File: config.mk
export PLATFORM = sky130hd
export DESIGN_NAME = cpu_sequencer_flat
export DESIGN_NICKNAME = d
export VERILOG_FILES = /design/src/rtl/cpu_sequencer_pkg.sv /design/src/rtl/cpu_sequencer_if.sv /design/src/rtl/cpu_sequencer_step_edge.sv /design/src/rtl/cpu_sequencer.sv /design/src/flat_wrapper.sv
export SDC_FILE = /design/constraint.sdc
export NUM_CORES = 1
export LEC_CHECK = 0
export ABC_AREA = 1
export BUFFER_PORTS_ARGS = -buffer_cell sky130_fd_sc_hd__buf_2
export CAP_MARGIN = 20
export CORE_ASPECT_RATIO = 0.7
export CORE_MARGIN = 1.5
export CORE_UTILIZATION = 26
export DETAILED_ROUTE_END_ITERATION = 8
export GPL_TIMING_DRIVEN = 0
export PLACE_DENSITY_LB_ADDON = 0.25
export SETUP_SLACK_MARGIN = 0.4
export SYNTH_ARGS = -nofsm -noshare
export SYNTH_HDL_FRONTEND = slang
export SYNTH_SLANG_ARGS = --single-unit
File: constraint.sdc
create_clock -name clk -period 1.3 [get_ports clk]
set_input_delay 0.26 -clock clk [delete_from_list [all_inputs] [get_ports clk]]
set_output_delay 0.26 -clock clk [all_outputs]
set_load 0.01 [all_outputs]
File: src/rtl/cpu_sequencer_pkg.sv
// -----------------------------------------------------------------------------
// cpu_sequencer_pkg
// Shared types for the 6502 fetch/decode/execute sequencer: the state
// encoding (also shown on the LED display), the supported opcode values and
// a helper for the end-of-instruction branch.
// -----------------------------------------------------------------------------
package cpu_sequencer_pkg;

  // State codes are visible on the LED display, so the values are fixed.
  typedef enum logic [3:0] {
    ST_RESET  = 4'h0,
    ST_WAIT   = 4'h1,
    ST_FETCH  = 4'h2,
    ST_DECODE = 4'h3,
    ST_OPLO_A = 4'h4,
    ST_OPLO_D = 4'h5,
    ST_OPHI_A = 4'h6,
    ST_OPHI_D = 4'h7,
    ST_EXEC   = 4'h8,
    ST_LOAD_D = 4'h9,
    ST_HALT   = 4'hF
  } seq_state_t;

  localparam logic [7:0] OPC_LDA_IMM = 8'hA9;
  localparam logic [7:0] OPC_LDA_ABS = 8'hAD;
  localparam logic [7:0] OPC_STA_ABS = 8'h8D;
  localparam logic [7:0] OPC_JMP_ABS = 8'h4C;
  localparam logic [7:0] OPC_NOP     = 8'hEA;
  localparam logic [7:0] OPC_BRK     = 8'h00;

  // Where an instruction goes once it completes: free run fetches the next
  // opcode immediately, single-step parks in WAIT.
  function automatic seq_state_t end_next(input logic run);
    if (run) begin
      return ST_FETCH;
    end else begin
      return ST_WAIT;
    end
  endfunction

endpackage

File: src/rtl/cpu_sequencer_if.sv
// -----------------------------------------------------------------------------
// cpu_sequencer_if
// Bundles the sequencer's control inputs (run, step, mem_rdata) and its
// datapath strobes/registers toward pcounter, memmux, cpumemory and ledctrl.
//   master : the sequencer (drives strobes, reads run/step/mem_rdata)
//   slave  : the datapath / environment side
// -----------------------------------------------------------------------------
interface cpu_sequencer_if;

  logic        run;
  logic        step;
  logic [7:0]  mem_rdata;
  logic [3:0]  state;
  logic        pc_inc;
  logic        pc_load;
  logic [15:0] pc_load_val;
  logic        mm;
  logic        mw;
  logic [7:0]  wdata;
  logic        il;
  logic [7:0]  acc;
  logic [7:0]  opcode;
  logic [15:0] ea;
  logic        halted;
  logic        illegal;

  modport master (
    input  run, step, mem_rdata,
    output state, pc_inc, pc_load, pc_load_val, mm, mw, wdata, il,
           acc, opcode, ea, halted, illegal
  );

  modport slave (
    output run, step, mem_rdata,
    input  state, pc_inc, pc_load, pc_load_val, mm, mw, wdata, il,
           acc, opcode, ea, halted, illegal
  );

endinterface

File: src/rtl/cpu_sequencer_step_edge.sv
// -----------------------------------------------------------------------------
// step_edge
// Synchronises the asynchronous step button level with two flops and emits a
// one-cycle registered pulse on each rising edge.
//   i_clk   : system clock
//   i_rst   : synchronous, active-high reset
//   i_step  : raw button level
//   o_pulse : one-cycle pulse, registered, per rising edge of i_step
// -----------------------------------------------------------------------------
module step_edge (
  input  logic i_clk,
  input  logic i_rst,
  input  logic i_step,
  output logic o_pulse
);

  logic r_sync1;
  logic r_sync2;
  logic r_prev;
  logic r_pulse;

  // Synchroniser chain, delayed copy and registered rising-edge detect.
  always_ff @(posedge i_clk) begin
    if (i_rst) begin
      r_sync1 <= 1'b0;
      r_sync2 <= 1'b0;
      r_prev  <= 1'b0;
      r_pulse <= 1'b0;
    end else begin
      r_sync1 <= i_step;
      r_sync2 <= r_sync1;
      r_prev  <= r_sync2;
      r_pulse <= r_sync2 & ~r_prev;
    end
  end

  assign o_pulse = r_pulse;

endmodule

File: src/rtl/cpu_sequencer.sv
// -----------------------------------------------------------------------------
// cpu_sequencer
// Multi-cycle fetch/decode/execute controller for the 6502 datapath. Holds the
// accumulator, opcode and effective-address registers and decodes the
// registered state into the pcounter/memmux/cpumemory strobes.
//   clk  : system clock
//   rst  : synchronous, active-high reset
//   bus  : cpu_sequencer_if.master (run/step/mem_rdata in; state, strobes,
//          pc_load_val, wdata, acc, opcode, ea, halted, illegal out)
// Memory has one cycle of read latency: *_A states present an address and the
// following *_D state consumes the returned byte.
// -----------------------------------------------------------------------------
module cpu_sequencer
  import cpu_sequencer_pkg::*;
#(
  parameter logic [15:0] RESET_VECTOR = 16'h0000
) (
  input  logic              clk,
  input  logic              rst,
  cpu_sequencer_if.master   bus
);

  seq_state_t  r_state;
  seq_state_t  w_next;
  logic [7:0]  r_acc;
  logic [7:0]  r_opcode;
  logic [15:0] r_ea;
  logic        r_illegal;

  logic        w_step_pulse;
  logic        w_pc_inc;
  logic        w_pc_load;
  logic        w_mm;
  logic        w_mw;
  logic        w_il;
  logic        w_acc_ld;
  logic        w_ea_lo_ld;
  logic        w_ea_hi_ld;
  logic        w_set_illegal;

  step_edge u_step_edge (
    .i_clk   (clk),
    .i_rst   (rst),
    .i_step  (bus.step),
    .o_pulse (w_step_pulse)
  );

  // State register plus the accumulator, opcode, address and sticky illegal flag.
  always_ff @(posedge clk) begin
    if (rst) begin
      r_state   <= ST_RESET;
      r_acc     <= 8'h00;
      r_opcode  <= 8'h00;
      r_ea      <= 16'h0000;
      r_illegal <= 1'b0;
    end else begin
      r_state <= w_next;
      if (w_il)          r_opcode   <= bus.mem_rdata;
      if (w_acc_ld)      r_acc      <= bus.mem_rdata;
      if (w_ea_lo_ld)    r_ea[7:0]  <= bus.mem_rdata;
      if (w_ea_hi_ld)    r_ea[15:8] <= bus.mem_rdata;
      if (w_set_illegal) r_illegal  <= 1'b1;
    end
  end

  // Next-state and strobe decode; strobes depend on the registered state
  // (DECODE additionally inspects the arriving opcode byte).
  always_comb begin
    w_next        = r_state;
    w_pc_inc      = 1'b0;
    w_pc_load     = 1'b0;
    w_mm          = 1'b0;
    w_mw          = 1'b0;
    w_il          = 1'b0;
    w_acc_ld      = 1'b0;
    w_ea_lo_ld    = 1'b0;
    w_ea_hi_ld    = 1'b0;
    w_set_illegal = 1'b0;
    case (r_state)
      ST_RESET: begin
        w_pc_load = 1'b1;
        w_next    = end_next(bus.run);
      end
      ST_WAIT: begin
        if (w_step_pulse) begin
          w_next = ST_FETCH;
        end else begin
          w_next = ST_WAIT;
        end
      end
      ST_FETCH: begin
        w_next = ST_DECODE;
      end
      ST_DECODE: begin
        w_il = 1'b1;
        case (bus.mem_rdata)
          OPC_NOP: begin
            w_pc_inc = 1'b1;
            w_next   = end_next(bus.run);
          end
          OPC_BRK: begin
            // PC stays on the BRK byte.
            w_next = ST_HALT;
          end
          OPC_LDA_IMM, OPC_LDA_ABS, OPC_STA_ABS, OPC_JMP_ABS: begin
            w_pc_inc = 1'b1;
            w_next   = ST_OPLO_A;
          end
          default: begin
            w_set_illegal = 1'b1;
            w_next        = ST_HALT;
          end
        endcase
      end
      ST_OPLO_A: begin
        w_next = ST_OPLO_D;
      end
      ST_OPLO_D: begin
        w_pc_inc = 1'b1;
        if (r_opcode == OPC_LDA_IMM) begin
          w_acc_ld = 1'b1;
          w_next   = end_next(bus.run);
        end else begin
          w_ea_lo_ld = 1'b1;
          w_next     = ST_OPHI_A;
        end
      end
      ST_OPHI_A: begin
        w_next = ST_OPHI_D;
      end
      ST_OPHI_D: begin
        w_ea_hi_ld = 1'b1;
        w_pc_inc   = 1'b1;
        w_next     = ST_EXEC;
      end
      ST_EXEC: begin
        // ea drives the memory address for every absolute-mode execute.
        w_mm = 1'b1;
        case (r_opcode)
          OPC_STA_ABS: begin
            w_mw   = 1'b1;
            w_next = end_next(bus.run);
          end
          OPC_JMP_ABS: begin
            w_pc_load = 1'b1;
            w_next    = end_next(bus.run);
          end
          OPC_LDA_ABS: begin
            w_next = ST_LOAD_D;
          end
          default: begin
            w_next = ST_HALT;
          end
        endcase
      end
      ST_LOAD_D: begin
        w_acc_ld = 1'b1;
        w_next   = end_next(bus.run);
      end
      ST_HALT: begin
        w_next = ST_HALT;
      end
      default: begin
        // Unencoded state: park safely with every strobe low.
        w_next = ST_HALT;
      end
    endcase
  end

  assign bus.state       = r_state;
  assign bus.pc_inc      = w_pc_inc;
  assign bus.pc_load     = w_pc_load;
  assign bus.pc_load_val = (r_state == ST_RESET) ? RESET_VECTOR : r_ea;
  assign bus.mm          = w_mm;
  assign bus.mw          = w_mw;
  assign bus.wdata       = r_acc;
  assign bus.il          = w_il;
  assign bus.acc         = r_acc;
  assign bus.opcode      = r_opcode;
  assign bus.ea          = r_ea;
  assign bus.halted      = (r_state == ST_HALT);
  assign bus.illegal     = r_illegal;

endmodule
File: src/flat_wrapper.sv
// flat-port wrapper written by rule: the top's interface ports become plain ports
module cpu_sequencer_flat import cpu_sequencer_pkg::*;
#(
  parameter logic [15:0] RESET_VECTOR = 16'h0000
)
  (clk, rst, bus_run, bus_step, bus_mem_rdata, bus_state, bus_pc_inc, bus_pc_load, bus_pc_load_val, bus_mm, bus_mw, bus_wdata, bus_il, bus_acc, bus_opcode, bus_ea, bus_halted, bus_illegal);
  cpu_sequencer_if bus_i ();
  input  logic clk;
  input  logic rst;
  input wire logic [$bits(bus_i.run)-1:0] bus_run;
  input wire logic [$bits(bus_i.step)-1:0] bus_step;
  input wire logic [$bits(bus_i.mem_rdata)-1:0] bus_mem_rdata;
  output wire logic [$bits(bus_i.state)-1:0] bus_state;
  output wire logic [$bits(bus_i.pc_inc)-1:0] bus_pc_inc;
  output wire logic [$bits(bus_i.pc_load)-1:0] bus_pc_load;
  output wire logic [$bits(bus_i.pc_load_val)-1:0] bus_pc_load_val;
  output wire logic [$bits(bus_i.mm)-1:0] bus_mm;
  output wire logic [$bits(bus_i.mw)-1:0] bus_mw;
  output wire logic [$bits(bus_i.wdata)-1:0] bus_wdata;
  output wire logic [$bits(bus_i.il)-1:0] bus_il;
  output wire logic [$bits(bus_i.acc)-1:0] bus_acc;
  output wire logic [$bits(bus_i.opcode)-1:0] bus_opcode;
  output wire logic [$bits(bus_i.ea)-1:0] bus_ea;
  output wire logic [$bits(bus_i.halted)-1:0] bus_halted;
  output wire logic [$bits(bus_i.illegal)-1:0] bus_illegal;
  assign bus_i.run = bus_run;
  assign bus_i.step = bus_step;
  assign bus_i.mem_rdata = bus_mem_rdata;
  assign bus_state = bus_i.state;
  assign bus_pc_inc = bus_i.pc_inc;
  assign bus_pc_load = bus_i.pc_load;
  assign bus_pc_load_val = bus_i.pc_load_val;
  assign bus_mm = bus_i.mm;
  assign bus_mw = bus_i.mw;
  assign bus_wdata = bus_i.wdata;
  assign bus_il = bus_i.il;
  assign bus_acc = bus_i.acc;
  assign bus_opcode = bus_i.opcode;
  assign bus_ea = bus_i.ea;
  assign bus_halted = bus_i.halted;
  assign bus_illegal = bus_i.illegal;
  cpu_sequencer #(.RESET_VECTOR(RESET_VECTOR)) u_core (.clk(clk), .rst(rst), .bus(bus_i));
endmodule
==> Yosys cells after proc, flatten, opt, wreduce, memory -nomap -nowiden <==
Cells that the tools add are included.
{ "totals": {"ff_bits": 41, "input_bits": 12, "out_inout_bits": 67} }
{ "op_classes": {"eq_ne": 19, "n_mux": 22, "bitwise": 2, "n_reduce_logical": 8} }
{ "op_table": {"columns": ["operator", "count"], "rows": [
  ["$eq 8x8->1 const B", 7],
  ["$pmux 4 s9", 1],
  ["$eq 4x3->1 const B", 4],
  ["$eq 8x7->1 const B", 2],
  ["$mux 16", 1],
  ["$pmux 4 s2", 2],
  ["$eq 4x4->1 const B", 3],
  ["$mux 1", 12],
  ["$eq 4x2->1 const B", 2],
  ["$logic_not 8->1", 1],
  ["$pmux 1 s2", 3],
  ["$reduce_or 2->1", 3],
  ["$reduce_or 6->1", 1],
  ["$reduce_or 5->1", 1],
  ["$eq 4x1->1 const B", 1],
  ["$logic_not 4->1", 1],
  ["$mux 2", 2],
  ["$mux 4", 1],
  ["$reduce_or 4->1", 1],
  ["$and 1x1->1", 1],
  ["$not 1->1", 1]
]} }

==> Logic depth before layout (Yosys ltp) <==
Gate-level depths: netlist (run 1).
{ "depth": {"depth_word": 4, "ltp_mapped": 11, "mapped_depth_nobuf": 11} }

==> Hierarchy <==
A second synthesis (run 1) with hierarchy kept.
{ "hier_totals": {"cells_unflattened": 301, "area_unflattened_um2": 2043.2} }
{ "modules_own_cells": {"columns": ["mod", "instances", "cells_each", "area_each_um2"], "rows": [
  ["cpu_sequencer", 1, 289, 1928.1],
  ["step_edge", 1, 12, 115.1]
]} }

==> Least setup slack after synthesis (run 1) <==
Ideal clock, no wire load.
{ "synth_path": {"path_kind": "register -> output", "startpoint": "register u_core.r_state[1] (netlist: u_core.bus.state[1])", "endpoint": "output port bus_pc_inc", "arrival_time_ns": 1.233, "t_required_ns": 1.040, "setup_slack_ns": -0.193, "stages_incl_launch_ff": 6, "path_buffers": 1, "cell_sequence": "dfxtp_1 > nand2_2 > nor3_4 > buf_4 > nand2_1 > o21ai_0"} }
{ "synth_between": {"elab_chain_len": 3, "elab_cells_between_ends": 5, "classes_between": "eq/ne: 3; mux: 1; reduce/logical: 1"} }
{ "synth_rtl": {"columns": ["element", "line", "rtl"], "rows": [
  ["start: declaration", "cpu_sequencer.sv:23", "seq_state_t r_state;"],
  ["start signal: assignment", "cpu_sequencer.sv:57", "r_state <= w_next;"],
  ["$eq 4x3->1", "cpu_sequencer.sv:79", "case (r_state)"],
  ["$reduce_or 2->1 (no line)", null, null],
  ["$pmux 1 s2 (*)", "cpu_sequencer.sv:79", null],
  ["end: declaration", "flat_wrapper.sv:14", "output wire logic [$bits(bus_i.pc_inc)-1:0] bus_pc_inc;"]
]} }
Every way passes the cells marked *; elsewhere a longest branch is shown, timed or not.

==> Worst setup path after layout (run 1) <==
Ends and elaborated chain as after synthesis.

==> flow_metrics.tcl, run 1 <==
set metrics [dict create \
    status "finished with violations" \
    violations "setup timing" \
    seq_area_frac_synth_pct 40.5 \
    synth_fp_nets 318 \
    reg2reg_slack_ps -160 \
    yosys.area_share.xor_xnor_pct 0 \
    power_density_nw_per_um2 1630 \
    post-route-util_pct 51.9 \
    rsz0062_at_grt "yes" \
    grt_pass1_vias 2211 \
    crit_type "register to output pin" \
    fmax_ghz 0.628 \
    cp_cell_sequence "nand2_4, nor3_4, buf_6, nand2_4, o21ai_2, buf_2" \
    finalNetCount 441 \
    die_y_microns 76.9 \
    timing_hold_violations_final 0 \
    r2r_cells 10 \
    post-dp-hpwl_microns 4740 \
    hold_path_class "input port to register" \
    ant_nets 0 \
    ys_ff_latch 41 \
    drtIter0Drc 129 \
    root_buffer "clkbuf_8" \
    area_delta_synth_final_pct 90.0 \
    hold_start "bus_step" \
    synth.area.mux_share_pct 0 \
    ys_types 24 \
    synth_compound_gate_area_share_pct 18.0 \
    synth_edf_count 0 \
    numClockSinks 41 \
    initial_core_util_pct 27.3 \
    syn_area_sq_um 2030 \
    ys.warnings.count 0 \
    power.leakage_nw 1.72 \
    overflow 0 \
    holdPathEnd "u_core.u_step_edge.r_sync1" \
    synth_simple_gate_area_share_pct 26.6 \
    core_sq_um 7420 \
    slowest_delay_ps 390 \
    numCtsBuffers 5 \
    grt_first_pass_wirelength_microns 10900 \
    synth_ff_type "dfxtp_1" \
    fin_tns_setup_ps -8380 \
    clkTransAtPathRegs_ps 80 \
    synth.avg_cell_area_sq_um 6.62 \
    cts_tree "yes" \
    whs_path_depth 3 \
    crit_path_max_fanout 4 \
    end_kind "output pin" \
    placedCellCount 480 \
    clock_path_buffers 2 \
    synthArstFlopShare_pct 0 \
    maxCapViolCount 0 \
    yosysTopAreaCellShare_pct 40.5 \
    firstDrtPassIters 4 \
    relSlewSlack_pct 65.2 \
    holdBufCountCts 0 \
    worstReg2RegStart "u_core.bus.state[0]" \
    finalCritPeriodShare_pct 122 \
    rows 26 \
    syn_inst 306 \
    yosys.area_share.adder_pct 0 \
    setup_slack_ps -292 \
    clkLatencyLatePin_ps 300 \
    diodes 0 \
    cts_max_level 2 \
    synth_area_leader_cell "dfxtp_1" \
    crit_required_ps 1040 \
    finalWorstPathRequiredPeriod_ps 1590 \
    antenna_found_initial 0 \
    globalplace.congestion 0.846 \
    whs_ps 165 \
    grt_max_degree 13 \
    fillCellCount 706 \
    critPathMostFrequentCell "nand2_4" \
    port_buffers 76 \
    pin_count 79 \
    dieArea_sq_um 8340 \
    max-vdd-ir-drop_v 0.000694 \
    cp-start-kind "register" \
    finalSetupViolations 50 \
    placed_cell_area_sq_um 2650 \
    via_per_inst 4.53 \
    drt-total-wl_microns 7290 \
    synthTopCellsByArea "dfxtp_1 (40%), nor2_1 (9.8%), nand2_1 (8.7%)" \
    slew_viol_final 0 \
    cp.arrival_ps 1330 \
    drive_above_1_share_pct 56.3 \
    wl_per_cell_microns 13.8 \
    crit_path_top_delay_cell "dfxtp_4" \
    timing.rr.end "u_core.bus.acc[4]" \
    drc 0 \
    track_usage_pct 16.8 \
    design_area_sq_um 3850 \
    stdcell_count 528 \
    synth_top_family_by_area "simple AND/OR/NAND/NOR gates" \
    place_ws_ps -312 \
    dr_total_vias 2390 \
    skew_ps 6.59 \
    power.total_mw 6.30 \
    tightestPinTransition_ps 522 \
    die_w_microns 109 \
]
timing repair:
action	4_1_cts	5_1_grt
gates resized for setup	144	53
pin swaps	15	13
gates cloned	4	0
buffers inserted	23	13
setup endpoints to repair	104	104
layer usage:
| metal | wire length (microns) | share of wire [%] | global-route usage [%] | vias up |
|---|---|---|---|---|
| met5 | 0 | 0 | 0 | - |
| li1 | - | - | - | 1202 |
| met3 | 595 | 8.2 | 3.74 | 9 |
| met4 | 73 | 1.0 | 2.76 | 0 |
| met2 | 3210 | 44 | 24.8 | 96 |
| met1 | 3410 | 47 | 25.1 | 1083 |
final cells by class:
| cell class | instances | area [sq um] | area share, % |
|---|---|---|---|
| multi-input combinational | 196 | 1170 | 30.3 |
| tap | 98 | 123 | 3.18 |
| inverter | 51 | 211 | 5.49 |
| timing repair buffer | 116 | 1160 | 30.2 |
| clock buffer | 8 | 111 | 2.89 |
| sequential | 41 | 895 | 23.2 |
| buffer | 18 | 181 | 4.71 |
cells in the mapped netlist (all sizes together), types with 2 or more instances:
cell	instances
a21oi	31
buf	12
clkbuf	6
dfxtp	41
inv	51
nand2	51
nand3	12
nand4	3
nor2	55
nor3	4
o21a	2
o21ai	36
power by group:
group | switching [mW] | internal, mW
combinational | 1.72 | 1.82
sequential | 0.257 | 1.50
clock | 0.447 | 0.549
total | 2.43 | 3.87
flip-flops by register name, summed over array words and instances (netlist names):
name,count
u_core.bus.ea,16
u_core.bus.acc,8
u_core.bus.opcode,8
u_core.bus.state,4
u_core.bus.illegal,1
u_core.u_step_edge.o_pulse,1
u_core.u_step_edge.r_prev,1
u_core.u_step_edge.r_sync1,1
u_core.u_step_edge.r_sync2,1
cells by family after synthesis:
| family | count (synthesis) |
|---|---|
| flip-flops | 41 |
| AO/OA/AOI/OAI | 70 |
| AND/OR/NAND/NOR | 126 |
| buffers and inverters | 69 |
worst max-delay path by stage:
stage | from | endpoint | slack [ps] | depth (start not counted)
floorplan | u_core.bus.state[0] | bus_pc_inc | -10 | 5
global placement | bus_mem_rdata[6] | bus_pc_inc | -300 | 9
detailed placement | bus_mem_rdata[6] | bus_pc_inc | -310 | 9
CTS | u_core.bus.state[1] | bus_pc_inc | -290 | 6
global route | u_core.bus.state[3] | bus_pc_load_val[4] | -350 | 6
finish | u_core.bus.state[1] | bus_pc_inc | -290 | 6
critical path, delay by kind of cell (launching register included):
kind	cells	cell delay [ps]
AO/OA/AOI/OAI	1	50
AND/OR/NAND/NOR	3	300
buffers and inverters	2	300
flip-flops	1	390
placed cells by master (no fill, tap or decap), types with 6 or more instances in the layout:
| cell | Yosys | routed |
|---|---|---|
| buf_6 | 1 | 84 |
| nand2_1 | 47 | 38 |
| inv_1 | 46 | 37 |
| nor2_1 | 53 | 28 |
| a21oi_1 | 29 | 26 |
| dfxtp_2 | 0 | 26 |
| o21ai_1 | 8 | 20 |
| buf_2 | 2 | 20 |
| nor2_4 | 1 | 19 |
| buf_4 | 9 | 17 |
| nand3_1 | 11 | 11 |
| o21ai_0 | 28 | 11 |
| dfxtp_4 | 0 | 11 |
| inv_2 | 5 | 9 |
| nor2_2 | 1 | 8 |
| nand2_2 | 4 | 6 |
| clkbuf_8 | 0 | 6 |
No activity file was read; power rests on OpenSTA's default activity.
==> run 2, diff against run 1 <==
--- a/config.mk
+++ b/config.mk
@@ -10,11 +10,12 @@
 export CAP_MARGIN = 20
 export CORE_ASPECT_RATIO = 0.7
 export CORE_MARGIN = 1.5
-export CORE_UTILIZATION = 26
+export CORE_UTILIZATION = 44
 export DETAILED_ROUTE_END_ITERATION = 8
 export GPL_TIMING_DRIVEN = 0
 export PLACE_DENSITY_LB_ADDON = 0.25
 export SETUP_SLACK_MARGIN = 0.4
 export SYNTH_ARGS = -nofsm -noshare
 export SYNTH_HDL_FRONTEND = slang
+export SYNTH_HIERARCHICAL = 1
 export SYNTH_SLANG_ARGS = --single-unit
==> run 2 against run 1 <==
Effect of this change:
- first-iteration DRC count grew to 3.3 times the previous value
- synthesized cell count shrank 1.6%
- design area grew 5.1%
- the run still ends with setup timing left
- highest routed layer unchanged
==> flow_metrics.tcl, run 2 <==
set metrics [dict create \
    status "finished with violations" \
    violations "setup timing" \
    mostFrequentLayoutCell "buf_6" \
    seq_area_sq_um 902 \
    cp.depth 9 \
    dr_total_vias 2898 \
    synthTopCellsByArea "dfxtp_1 (40%), inv_1 (8.6%), nor2_1 (8.5%)" \
    cp.arrival_ps 1500 \
    fmax_ghz 0.568 \
    finalWorstPathRequiredPeriod_ps 1760 \
    skew_ps 12.2 \
    synthTopCellsByCount "inv_1 (47), nor2_1 (46), nand2_1 (44), dfxtp_1 (41), o21ai_0 (32)" \
    firstDrtPassIters 5 \
    maxCapViolCount 0 \
    grt_first_pass_wirelength_microns 11300 \
    numClockSinks 41 \
    cp_num_buf_inv 3 \
    clock_path_buffers 2 \
    whs_ps 174 \
    cts_max_level 2 \
    worstReg2RegStart "u_core/bus.state[0]" \
    synth_fp_nets 313 \
    largest_reg_flops 16 \
    fillCellCount 164 \
    holdPathEnd "u_core/u_step_edge/r_sync1" \
    placedCellCount 434 \
    power.leakage_nw 1.73 \
    syn_inst 301 \
    diodes 0 \
    initial_core_util_pct 46.4 \
    r2r_cells 12 \
    place_ws_ps -323 \
    whs_path_depth 3 \
    post-dp-hpwl_microns 4230 \
    syn_area_sq_um 2040 \
    synth_ff_type "dfxtp_1" \
    hold_path_class "input port to register" \
    ys_ff_latch 41 \
    synth_area_leader_cell "dfxtp_1" \
    area_delta_synth_final_pct 98.1 \
    yosysMostFrequentCell "inv_1" \
    antenna_found_initial 0 \
    fin_tns_setup_ps -12800 \
    relSlewSlack_pct 54.5 \
    layout_common_cells "buf_6 (90), inv_1 (36), nand2_1 (33)" \
    ys_types 26 \
    hold_start "bus_step" \
    crit_path_top_delay_cell "inv_1" \
    slowest_delay_ps 200 \
    slew_viol_final 0 \
    finalNetCount 439 \
    synthArstFlopShare_pct 0 \
    tightestPinTransition_ps 683 \
    multi_input_area_sq_um 1350 \
    finalCritPeriodShare_pct 135 \
    critPathTopFamily "simple AND/OR/NAND/NOR gates" \
    end_kind "output pin" \
    drtIter0Drc 421 \
    stdcell_count 482 \
    drc 0 \
    overflow 0 \
    holdBufCountCts 0 \
    cp_cell_sequence "buf_2, inv_1, nand2_1, nor2_1, nand2_1, nand2_1, nand2_4, o21ai_2, buf_2" \
    core_sq_um 4400 \
    dieArea_sq_um 5070 \
    max-vdd-ir-drop_v 0.00176 \
    placed_cell_area_sq_um 2660 \
    drive_above_1_share_pct 65.6 \
    numCtsBuffers 5 \
    track_usage_pct 28.9 \
    power.total_mw 6.85 \
    rows 20 \
    cp-start-kind "input port" \
    rsz0062_at_grt "yes" \
    grt_pass1_vias 2371 \
    crit_type "input port to output pin" \
    root_buffer "clkbuf_8" \
    pin_count 79 \
    ys.warnings.count 6 \
    synth_edf_count 0 \
    via_per_inst 6.01 \
    crit_path_max_fanout 4 \
    reg2reg_slack_ps -270 \
    clkTransAtPathRegs_ps 70 \
    timing.rr.end "u_core/bus.state[1]" \
    power_density_nw_per_um2 1690 \
    grt_max_degree 12 \
    crit_required_ps 1040 \
    synth.avg_cell_area_sq_um 6.79 \
    clkLatencyLatePin_ps 300 \
    setup_slack_ps -461 \
    globalplace.congestion 0.843 \
    critPathMostFrequentCell "nand2_1" \
    design_area_sq_um 4050 \
    die_w_microns 84.5 \
    drt-total-wl_microns 10400 \
    ant_nets 0 \
    finalSetupViolations 60 \
    yosysTopAreaCellShare_pct 40.2 \
    die_y_microns 60.0 \
    port_buffers 78 \
    timing_hold_violations_final 0 \
    post-route-util_pct 91.9 \
    cts_tree "yes" \
    seq_area_frac_synth_pct 40.2 \
    wl_per_cell_microns 21.6 \
]
-- run 2: changes by cell type after synthesis, sizes merged, moves of 3 or more --
cell / before / now
nor2: 55 / 52
nand2: 51 / 48
clkbuf: 6 / 2
o211ai: 0 / 4
-- run 2: worst max-delay path by stage --
stage                              startpoint           to  slack, ps
after floorplan           u_core/bus.state[1]  bus_pc_load          5
after global placement       bus_mem_rdata[6]   bus_pc_inc       -300
after detailed placement     bus_mem_rdata[6]   bus_pc_inc       -320
after CTS                 u_core/bus.state[2]   bus_pc_inc       -290
after global routing         bus_mem_rdata[6]   bus_pc_inc       -550
final                        bus_mem_rdata[2]   bus_pc_inc       -460
-- run 2: cells by family (layout without fill, tap and decap cells) --
family	after synthesis	in the layout	synth area share (%)
flops	41	41	40.2
buf+inv	68	194	15.0
simple gates	119	119	25.7
compound gates	73	73	19.1
-- run 2: layout make-up --
cell class | count | area share, %
buffer | 16 | 4.36
clock buffer | 7 | 2.13
inverter | 52 | 5.32
multi-input combinational | 192 | 33.2
sequential | 41 | 22.3
tap | 55 | 1.70
timing repair buffer | 119 | 31.0
-- run 2: timing repair --
item                                    4_1_cts  5_1_grt
cloned                                        3        1
gates resized for setup                     144       93
pin swaps                                    21       16
endpoints found under the setup margin      104      104
setup buffers                                26       11
-- run 2: power breakdown --
group | switching [mW] | internal (mW) | total [mW]
combinational | 2.31 | 1.90 | 4.21
clock | 0.463 | 0.423 | 0.886
sequential | 0.255 | 1.50 | 1.75
total | 3.03 | 3.82 | 6.85
-- run 2: worst register-to-register path, stage by stage, from the launching register on --
cell and delay (ps):
dfxtp_4 380, buf_6 120, buf_6 130, inv_8 70, nor2_4 50, nand2_4 100, nand2_1 70, nand2_1 60
nand3_1 110, nor2_1 160, nand3_1 110, nand2_1 80, inv_1 50
-- run 2: metal layers --
metal | track usage [%] | up-vias | part of all wire [%]
li1 | - | 1198 | -
met5 | 0 | - | 0
met1 | 37.2 | 1309 | 36
met4 | 11.1 | 0 | 7.0
met2 | 46.9 | 295 | 45
met3 | 8.43 | 96 | 12
